--- src/rtl/cv32e40p_ft_block_monitor.sv ---
// ---------------------------------------------------------------------------
// cv32e40p_ft_block_monitor
//
// Sits at the consumer end of a TMR voter's error interface. It counts
// correctable disagreements for each of the three copies, moves each copy
// through HEALTHY -> SUSPECT -> BROKEN, and feeds broken_block_o back to the
// voter so that a persistently faulty copy is outvoted. Conditions the voter
// cannot repair raise a sticky fatal flag for the fault-tolerance controller.
//
// Optional feature: define CV32E40P_FT_MON_LEAK_EN to enable counter leak.
// Every LEAK_PERIOD cycles, each SUSPECT copy decrements by one, and it
// returns to HEALTHY when it reaches zero.
//
// Ports:
//   clk             clock
//   rst             synchronous active-high reset
//   valid_i         voter outputs are meaningful this cycle
//   block_err_i     per-copy disagreement flags
//   err_detected_i  voter saw a mismatch
//   err_corrected_i voter produced a correct majority
//   clear_i         per-copy clear (repair / scrub done)
//   fatal_clr_i     clears the sticky fatal flag
//   broken_block_o  registered broken mask, to the voter
//   err_cnt_o       per-copy error counters
//   state_o         per-copy state (0 HEALTHY, 1 SUSPECT, 2 BROKEN)
//   broken_evt_o    one-cycle pulse when a copy enters BROKEN
//   fatal_o         sticky unrecoverable-condition flag
// ---------------------------------------------------------------------------
module cv32e40p_ft_block_monitor #(
    parameter int ERR_THRESH  = 4,
    parameter int CNT_W       = 8,
    parameter int LEAK_PERIOD = 256
) (
    input  logic                      clk,
    input  logic                      rst,
    input  logic                      valid_i,
    input  logic [2:0]                block_err_i,
    input  logic                      err_detected_i,
    input  logic                      err_corrected_i,
    input  logic [2:0]                clear_i,
    input  logic                      fatal_clr_i,
    output logic [2:0]                broken_block_o,
    output logic [2:0][CNT_W-1:0]     err_cnt_o,
    output logic [2:0][1:0]           state_o,
    output logic                      broken_evt_o,
    output logic                      fatal_o
);

    typedef enum logic [1:0] {
        ST_HEALTHY = 2'd0,
        ST_SUSPECT = 2'd1,
        ST_BROKEN  = 2'd2
    } st_e;

    localparam logic [CNT_W-1:0] CNT_MAX = '1;
    localparam logic [CNT_W-1:0] THRESH  = CNT_W'(ERR_THRESH);

    st_e              r_state   [0:2];
    st_e              w_state_nxt [0:2];
    logic [CNT_W-1:0] r_cnt     [0:2];
    logic [CNT_W-1:0] w_cnt_nxt [0:2];
    logic [CNT_W-1:0] w_cnt_inc;
    logic [2:0]       r_bb, w_bb_nxt;
    logic             r_evt, w_evt_nxt;
    logic             r_fatal, w_fatal_nxt;
    logic [2:0]       w_brk_now, w_brk_kept, w_live_err, w_inc, w_other;
    logic             w_one_hot, w_multi, w_uncorr, w_thr_fatal;
    logic             w_tick;

`ifdef CV32E40P_FT_MON_LEAK_EN
    localparam int TICK_W = $clog2(LEAK_PERIOD);
    logic [TICK_W-1:0] r_tick;

    // Free-running; the leak fires on the cycle the counter wraps.
    always_ff @(posedge clk) begin
        if (rst) r_tick <= '0;
        else     r_tick <= r_tick + 1'b1;
    end
    assign w_tick = (r_tick == {TICK_W{1'b1}});
`else
    logic w_unused_leak;
    assign w_unused_leak = (LEAK_PERIOD != 0);
    assign w_tick        = 1'b0;
`endif

    always_comb begin
        w_brk_now = '0;
        for (int k = 0; k < 3; k++) w_brk_now[k] = (r_state[k] == ST_BROKEN);
        w_live_err = block_err_i & ~w_brk_now;
        w_one_hot  = (block_err_i != 3'b000) && ((block_err_i & (block_err_i - 3'd1)) == 3'b000);
        // Two or more disagreeing copies among those still voting.
        w_multi    = ((w_live_err & (w_live_err - 3'd1)) != 3'b000);
        w_uncorr   = valid_i && (w_multi || (err_detected_i && !err_corrected_i));
        // Broken mask after this cycle's clears, so a clear frees the slot.
        w_brk_kept = w_brk_now & ~clear_i;

        w_thr_fatal = 1'b0;
        w_evt_nxt   = 1'b0;
        w_bb_nxt    = '0;
        w_inc       = '0;
        w_other     = '0;
        w_cnt_inc   = '0;
        for (int k = 0; k < 3; k++) begin
            w_cnt_nxt[k]   = r_cnt[k];
            w_state_nxt[k] = r_state[k];
            w_inc[k]   = valid_i && w_one_hot && err_corrected_i &&
                         block_err_i[k] && !w_brk_now[k];
            w_cnt_inc  = (r_cnt[k] == CNT_MAX) ? CNT_MAX : r_cnt[k] + 1'b1;
            w_other    = w_brk_kept;
            w_other[k] = 1'b0;
            if (clear_i[k]) begin
                w_cnt_nxt[k]   = '0;
                w_state_nxt[k] = ST_HEALTHY;
            end else if (w_inc[k]) begin
                w_cnt_nxt[k] = w_cnt_inc;
                if (w_cnt_inc >= THRESH) begin
                    if (w_other != 3'b000) begin
                        // Only one copy may be excluded; a second failing copy
                        // leaves the group without a trusted majority.
                        w_state_nxt[k] = ST_SUSPECT;
                        w_thr_fatal    = 1'b1;
                    end else begin
                        w_state_nxt[k] = ST_BROKEN;
                        w_evt_nxt      = 1'b1;
                    end
                end else begin
                    w_state_nxt[k] = ST_SUSPECT;
                end
            end else if (w_tick && (r_state[k] == ST_SUSPECT) && (r_cnt[k] != '0)) begin
                w_cnt_nxt[k] = r_cnt[k] - 1'b1;
                if (r_cnt[k] == CNT_W'(1)) w_state_nxt[k] = ST_HEALTHY;
            end
            w_bb_nxt[k] = (w_state_nxt[k] == ST_BROKEN);
        end
        w_fatal_nxt = (r_fatal && !fatal_clr_i) || w_uncorr || w_thr_fatal;
    end

    always_ff @(posedge clk) begin
        if (rst) begin
            for (int k = 0; k < 3; k++) begin
                r_cnt[k]   <= '0;
                r_state[k] <= ST_HEALTHY;
            end
            r_bb    <= '0;
            r_evt   <= 1'b0;
            r_fatal <= 1'b0;
        end else begin
            for (int k = 0; k < 3; k++) begin
                r_cnt[k]   <= w_cnt_nxt[k];
                r_state[k] <= w_state_nxt[k];
            end
            r_bb    <= w_bb_nxt;
            r_evt   <= w_evt_nxt;
            r_fatal <= w_fatal_nxt;
        end
    end

    always_comb begin
        for (int k = 0; k < 3; k++) begin
            err_cnt_o[k] = r_cnt[k];
            state_o[k]   = r_state[k];
        end
    end

    assign broken_block_o = r_bb;
    assign broken_evt_o   = r_evt;
    assign fatal_o        = r_fatal;

endmodule

--- config.mk ---
export PLATFORM = sky130hd
export DESIGN_NAME = cv32e40p_ft_block_monitor
export DESIGN_NICKNAME = d
export VERILOG_FILES = /design/src/rtl/cv32e40p_ft_block_monitor.sv
export SDC_FILE = /design/constraint.sdc
export NUM_CORES = 1
export LEC_CHECK = 0
export CORE_MARGIN = 2
export CORE_UTILIZATION = 50
export CTS_BUF_LIST = sky130_fd_sc_hd__clkbuf_2 sky130_fd_sc_hd__clkbuf_4 sky130_fd_sc_hd__clkbuf_8
export CTS_CLUSTER_DIAMETER = 80
export CTS_CLUSTER_SIZE = 14
export DETAILED_ROUTE_END_ITERATION = 10
export PLACE_DENSITY = 0.8
export SYNTH_ARGS = -nofsm -noshare
export SYNTH_HDL_FRONTEND = slang
export SYNTH_SLANG_ARGS = --single-unit
--- constraint.sdc ---
create_clock -name clk -period 2.2 [get_ports clk]
set_input_delay 0.44 -clock clk [delete_from_list [all_inputs] [get_ports clk]]
set_output_delay 0.44 -clock clk [all_outputs]
set_load 0.05 [all_outputs]
==> summary.md, run 1 <==
| Metric | Value |
|---|---|
| Die ar. | `4290 um^2` |
| Synth area leader | `dfxtp_1` |
| Mapped Area | `1890 um^2` |
| Final ANT Viol Nets | `0` |
| Clock sink count | `35` |
| XOR/XNOR share of the synthesized area | `approximately 1.4%` |
| Sw Share | `23.0%` |
| Routed len/inst | `approximately 15 um` |
| Post-route design area | `2510 um^2` |
| CTS H-tree lvls | `2` |
| Site Rows | `22` |
| CTS buffer count | `5` |
| Peak VDD IR | `between 0.4 and 0.5 mV` |
| Mapped Nets | `roughly 240` |
| Max transition margin | `~66%` |
| CTS clk-pin slew, worst paths | `about 0.070 ns` |
| PD cells | `roughly 480 nW/um^2` |
| Buf/Inv on CP | `1` |
| Gr ovfl total | `0` |
| TritonCTS clock tree | `built` |
| Die W | `roughly 66 um` |
| Area Growth Syn to Fin | `32.5%` |
| GR Util All Layers | `a little under a quarter` |
| Placement Cell Area | `approximately 2400 um^2` |
| Largest net degree at the start of global routing | `14` |
| Worst Path Arrival | `1.65 ns` |
| Max-cap viol count | `0` |
| Final setup violation count | `0` |
| Unrepaired setup endpoints after global routing | `no` |
| Average size of a mapped cell | `about 8.4 um^2` |
| Fin crit share | `around 95%` |
| Fraction of the mapped netlist area in adder cells | `1.98%` |
| Antenna violations before repair | `0` |
| Fmax | `479 MHz` |
| Critical path startpoint category | `flop` |
| Diodes inserted | `0` |
| DR iter-0 viols | `between 150 and 200` |
| Comb power frac | `7.4%` |
| Top FF cell, synth | `dfxtp_1` |
| CP Class | `reg2out` |
| Synth Warn # | `0` |
| Yosys top cell area share | `between 30% and 40%` |
| Switching power | `~0.27 mW` |
| CP Capture Type | `primary output` |
| Hold Crit Class | `reg2reg` |
| Final core utilization | `68.5%` |
| Final hold violations | `0` |
| Critical Path, Cell by Cell | `clkdlybuf4s50_1` |
| DR pass1 iterations | `4` |
| Async set-reset flop share out of synthesis | `0%` |
| CP required | `between 1.5 and 2 ns` |
| Register area share after synthesis | `a little under two fifths` |
| Number of global-route vias before repair | `around 1600` |
| Proportion of synthesized area in mux cells | `less than 1%` |
| Slew Limit Fails | `0` |
| Port buffer count | `46` |
| Top post-synthesis cells by area | `dfxtp_1 37%, a21oi_1 4.8%, nor2_1 4.2%, and3_1 3.0%, nand3_1 2.9%` |
| Power share of the sequential group | `around 54%` |
| Nets@finish | `approximately 290` |
| Worst-path maximum fanout | `8` |
| First-pass GRT wire length | `roughly 7900 um` |
| Pre-CTS setup slack | `approximately 0.015 ns` |
| I/O pin total | `47` |
| Clock Latency Late Sink | `0.29 ns` |
| Synth Area in Simple Gates | `29.1%` |
| Main combinational cell family by area after synthesis | `simple AND/OR/NAND/NOR gates` |
| Die Ht | `approximately 66 um` |
| Clk_skew | `between 0.006 and 0.007 ns` |
| Remaining routing DRC violations | `0` |
| Post-synthesis cell count | `about 230` |
| Final WS setup | `approximately 0.11 ns` |
| CTS Buffer Depth | `2` |
| #FFs+latches synth | `35` |
| EDFF count, synth | `0` |
| DP HPWL | `between 3000 and 4000 um` |
| Slowest cell on the critical path | `clkdlybuf4s50_1` |
| Worst-Margin Slew | `around 0.5 ns` |
| Post-synthesis cell type count | `52` |
| Minimum clock period | `approximately 2.1 ns` |
| Layout cells sized above 1 | `~8.7%` |
| Vias after detailed routing | `about 1900` |
| Leak | `0.969 nW` |
| Kind of cell adding the most delay to the critical path | `buffers and inverters` |
| Status | `finished, final reports clean` |
| Post-CTS setup buffers | `0` |
| P_int | `slightly above 0.9 mW` |
| Setup TNS | `0 ns` |
| Gp weighted congestion | `0.905` |
| Clock group share of total power | `roughly two fifths` |
| Largest stage delay on the critical path | `about 0.86 ns` |
| Complex-gate fraction of the synthesized area | `between 20% and 30%` |
| CTS root buffer | `clkbuf_8` |
| Initial Util | `approximately half` |
| Post-Route WL | `4750 um` |
| Core footprint | `approximately 3700 um^2` |
| Via-per-instance ratio | `5.84` |
[metrics by stage]
stage / power (mW) / instances / hold slack (ns)
4_1_cts: 1.20 / 325 / 0.485
6_report: 1.20 / 325 / 0.486
2_1_floorplan: 0.695 / 226 / 0.628
3_3_place_gp: 0.741 / 318 / 0.472
3_5_place_dp: 0.741 / 318 / 0.473
5_1_grt: 1.23 / 325 / 0.520
[state kept, by name, summed over array words and instances, names as in the netlist]
name and cells:
r_cnt 24, r_state 6, broken_block_o 3, broken_evt_o 1
fatal_o 1
[placed cells by master (no fill, tap or decap), drive strengths merged, types with 4 or more instances in the layout]
master and n:
a311oi 6, and3 10, nor3 10, nor2 21, buf 7, or2 4, clkdlybuf4s50 45, nand2 9
a31oi 9, inv 7, nand4 6, dfxtp 35, clkbuf 6, o21ai 13, a21oi 18, o211a 4
nand3 11
[what timing repair did]
item / CTS / global route
endpoints found under the setup margin: 0 / 1
resized for setup: 0 / 1
endpoints found under the hold margin: 0 / 0
hold buffers: 0 / 0
[cell families after synthesis]
group	count (synthesis)
and+or+nand+nor	97
AOI/OAI and AO/OA	71
DFF	35
buffers and inverters	16
xor gates and xnor gates	3
adders and majority gates	3
muxes	1
[final cells by class]
class | instances | area [um^2]
Clock buffer | 6 | 82.6
Clock inverter | 1 | 5.00
Fill cell | 293 | 1150
Inverter | 7 | 26.3
Multi-Input combinational cell | 175 | 1120
Sequential cell | 35 | 701
Tap cell | 48 | 60.1
Timing Repair Buffer | 53 | 515
[layer usage]
metal  share of wire, %  GRT usage [%]
met5                  0              0
met4                1.1           6.25
met3                5.8           4.45
met2                 43           35.1
met1                 50           35.3
[cell usage after synthesis, drive strengths merged (2+ instances only)]
cell type  instances
nand3             11
or2                4
ha                 3
and3              10
nor2b              2
and2               3
a211oi             3
a21boi             2
buf                7
nor2              21
o21ai             13
and3b              3
nand4              6
nand4b             3
o2111ai            2
o211a              4
and4               3
clkbuf             2
nand2b             3
a311oi             6
nor3              10
or3                2
nor3b              3
a21oi             18
a211o              2
a21o               2
dfxtp             35
nand3b             2
a41o               2
a21bo              2
xnor2              3
inv                7
nand2              9
a31oi              9
[worst paths after layout]
path,cells after the start,to,from,slack [ns]
min reg2reg,2,r_state[0][3],r_state[0][3],0.49
max reg2reg,6,r_cnt[0][11],r_cnt[0][8],0.35
min,2,r_state[0][3],r_state[0][3],0.49
max,1,err_cnt_o[5],r_cnt[0][5],0.11
[power by group through the flow]
| stage | sequential, mW | combinational (mW) | clock (mW) |
|---|---|---|---|
| global route | 0.640 | 0.0955 | 0.496 |
| floorplan | 0.664 | 0.0301 | 0 |
| detailed placement | 0.654 | 0.0873 | 0 |
| CTS | 0.640 | 0.0876 | 0.477 |
| finish | 0.640 | 0.0884 | 0.468 |
| global placement | 0.654 | 0.0867 | 0 |
[tightest hold or removal path: stages, from the launching register on]
cell and delay, ns:
dfxtp_1 0.33, nand2_1 0.06, a21oi_1 0.05
No activity file was read; power rests on OpenSTA's default activity.
==> inputs of run 2 (changes only) <==
ABC_AREA = 1   (was unset)
CTS_CLUSTER_SIZE = 30   (was 14)
PLACE_DENSITY = 0.79   (was 0.8)
SETUP_SLACK_MARGIN = 0.2   (was unset)
==> summary.md, run 2 <==
| Metric | Value |
|---|---|
| Status | `finished, final reports clean` |
| Gp weighted congestion | `just over 0.9` |
| Mapped Nets | `between 300 and 400` |
| Minimum clock period | `1.96 ns` |
| Synth area leader | `dfxtp_1` |
| Async set-reset flop share out of synthesis | `0%` |
| Final setup violation count | `0` |
| WHS | `approximately 0.5 ns` |
| Largest stage delay on the critical path | `0.83 ns` |
| Initial Util | `51.8%` |
| Core footprint | `a little under 4000 um^2` |
| CTS H-tree lvls | `2` |
| Average size of a mapped cell | `between 6 and 7 um^2` |
| Power share of the sequential group | `49.2%` |
| I/O pin total | `47` |
| CP Class | `reg2out` |
| DR pass1 iterations | `4` |
| Hold Crit Class | `reg2reg` |
| Layout cells sized above 1 | `about 11%` |
| CTS clk-pin slew, worst paths | `0.07 ns` |
| Clock sink count | `35` |
| Die Ht | `about 68 um` |
| Routed len/inst | `around 12 um` |
| Area Growth Syn to Fin | `32.2%` |
| Top post-synthesis cells by area | `dfxtp_1 34%, nand2_1 12%, inv_1 8.6%, nand3_1 6.1%, nor2_1 5.3%` |
| Multi-input logic area | `1150 um^2` |
| GR Util All Layers | `about a quarter` |
| EDFF count, synth | `0` |
| Die W | `about 68 um` |
| Worst-Margin Slew | `slightly above 0.5 ns` |
| Vias after detailed routing | `approximately 2200` |
| Setup TNS | `0 ns` |
| Stages on the worst setup path | `1` |
| Worst Path Arrival | `1.52 ns` |
| Nets@finish | `381` |
| Final hold violations | `0` |
| Worst reg2reg path depth | `12` |
| Comb power frac | `10.5%` |
| Antenna violations before repair | `0` |
| Diodes inserted | `0` |
| Worst-path maximum fanout | `4` |
| Largest net degree at the start of global routing | `12` |
| Final ANT Viol Nets | `0` |
| Number of global-route vias before repair | `1938` |
| Largest Register | `r_cnt` |
| Number of fill cells | `about 360` |
| Fin crit share | `89.3%` |
| Unrepaired setup endpoints after global routing | `no` |
| Clock group share of total power | `40.3%` |
| CP required | `about 1.8 ns` |
| Sw Share | `24.9%` |
| Most common cell in the netlist | `nand2_1` |
| DR iter-0 viols | `between 150 and 200` |
| Flip-flop count of the largest register after layout | `24` |
| TritonCTS clock tree | `built` |
| Die ar. | `around 4600 um^2` |
| Critical path startpoint category | `flop` |
| CP Capture Type | `primary output` |
| Clock Latency Late Sink | `between 0.2 and 0.3 ns` |
| Max-cap viol count | `0` |
| Critical Path, Cell by Cell | `clkdlybuf4s50_1` |
| Synth Warn # | `0` |
| Register area share after synthesis | `approximately 34%` |
| Commonest non-fill, non-tap cell in the layout | `nand2_1` |
| Gr ovfl total | `0` |
| Leak | `around 1.4 nW` |
| Post-Route WL | `~4900 um` |
| PD cells | `486 nW/um^2` |
| Mapped Area | `a little over 2000 um^2` |
| Top FF cell, synth | `dfxtp_1` |
| Yosys top cell area share | `~34%` |
| Slowest cell on the critical path | `clkdlybuf4s50_1` |
| Post-synthesis cell type count | `27` |
| Port buffer count | `46` |
| Peak VDD IR | `~0.32 mV` |
| #FFs+latches synth | `35` |
| Clk_skew | `a little under 0.006 ns` |
| Slew Limit Fails | `0` |
| Buf/Inv on CP | `1` |
| Via-per-instance ratio | `approximately 5.2` |
| CTS buffer count | `5` |
| CTS Buffer Depth | `2` |
| Commonest cells post-synth | `68 x nand2_1, 47 x inv_1, 35 x dfxtp_1` |
| Hold path depth | `2` |
| P_int | `a little under 1 mW` |
| DP HPWL | `3770 um` |
| Commonest non-fill, non-tap cells in the layout | `68 x nand2_1, 47 x inv_1, 35 x dfxtp_1` |
| Kind of cell adding the most delay to the critical path | `buffers and inverters` |
| First-pass GRT wire length | `approximately 8300 um` |
| Total power | `1.32 mW` |
| CTS root buffer | `clkbuf_8` |
| Remaining routing DRC violations | `0` |
| Post-synthesis cell count | `between 300 and 400` |
| Max transition margin | `66.1%` |
| Site Rows | `23` |
| Register Area | `between 700 and 800 um^2` |
| Switching power | `0.329 mW` |
| Fmax | `~510 MHz` |
run 2: cell types whose count changed after synthesis, moves of 4 or more:
cell	before	now
nor2_2	0	6
o211a_1	4	0
a311oi_1	6	0
nor3_1	10	1
nand2_2	0	10
inv_1	7	47
and3_1	9	0
o21ai_0	8	21
nand3_2	0	6
nand3_1	11	25
nor2_1	21	29
nand2_1	9	68
run 2: cells by family after synthesis:
| group | after synthesis | synth area share, % |
|---|---|---|
| compound gates | 60 | 16.5 |
| xor+xnor | 2 | 0.852 |
| fa+ha+maj | 3 | 1.83 |
| buf+inv | 52 | 9.98 |
| flops | 35 | 34.1 |
| simple gates | 159 | 36.7 |
run 2: stage by stage:
step,instance area (um^2),instances,util (%),setup WS [ns]
2_1_floorplan,2060,311,-,0.278
3_3_place_gp,2600,409,65.5,0.243
3_5_place_dp,2600,409,65.5,0.137
4_1_cts,2690,417,67.8,0.211
5_1_grt,2720,417,68.5,0.212
6_report,2720,417,68.5,0.236
run 2: worst min-delay path: cells and delay by family, from the launching register on:
kind	cells	cell delay [ns]
buffers and inverters	1	0.07
flip-flops	1	0.34
AO/OA/AOI/OAI	1	0.05
run 2: final cells by class:
cell class | count | area share (%)
clock buffers | 8 | 3.82
inverters | 48 | 6.62
multi-input cells | 224 | 42.3
flip-flops and latches | 35 | 25.8
well taps | 50 | 2.30
repair buffers | 52 | 19.2
run 2: routing by layer:
| metal | vias up | GRT usage (%) | part of all wire (%) |
|---|---|---|---|
| met1 | 985 | 31.4 | 47 |
| met5 | - | 0 | 0 |
| met3 | 8 | 4.77 | 5.5 |
| met4 | 0 | 8.25 | 1.6 |
| li1 | 1131 | - | - |
| met2 | 60 | 36.8 | 46 |
run 2: power groups by stage:
stage | combinational (mW) | clock [mW] | sequential, mW
6_report | 0.139 | 0.533 | 0.650
3_3_place_gp | 0.138 | 0 | 0.664
2_1_floorplan | 0.0568 | 0 | 0.691
4_1_cts | 0.139 | 0.540 | 0.650
3_5_place_dp | 0.140 | 0 | 0.664
5_1_grt | 0.153 | 0.564 | 0.651
run 2: path summary, 6_finish.rpt:
check / from / endpoint / slack, ns
setup / recovery: r_state[0][5] / state_o[5] / 0.24
hold reg to reg: r_cnt[0][14] / r_cnt[0][14] / 0.51
setup reg to reg: r_cnt[0][16] / fatal_o / 0.49
hold / removal: r_cnt[0][14] / r_cnt[0][14] / 0.51
run 2: timing repair:
action,4_1_cts,5_1_grt
endpoints found under the setup margin,9,11
setup buffers,0,0
gates resized for setup,9,11
hold buffers,0,0
pin swaps,0,0
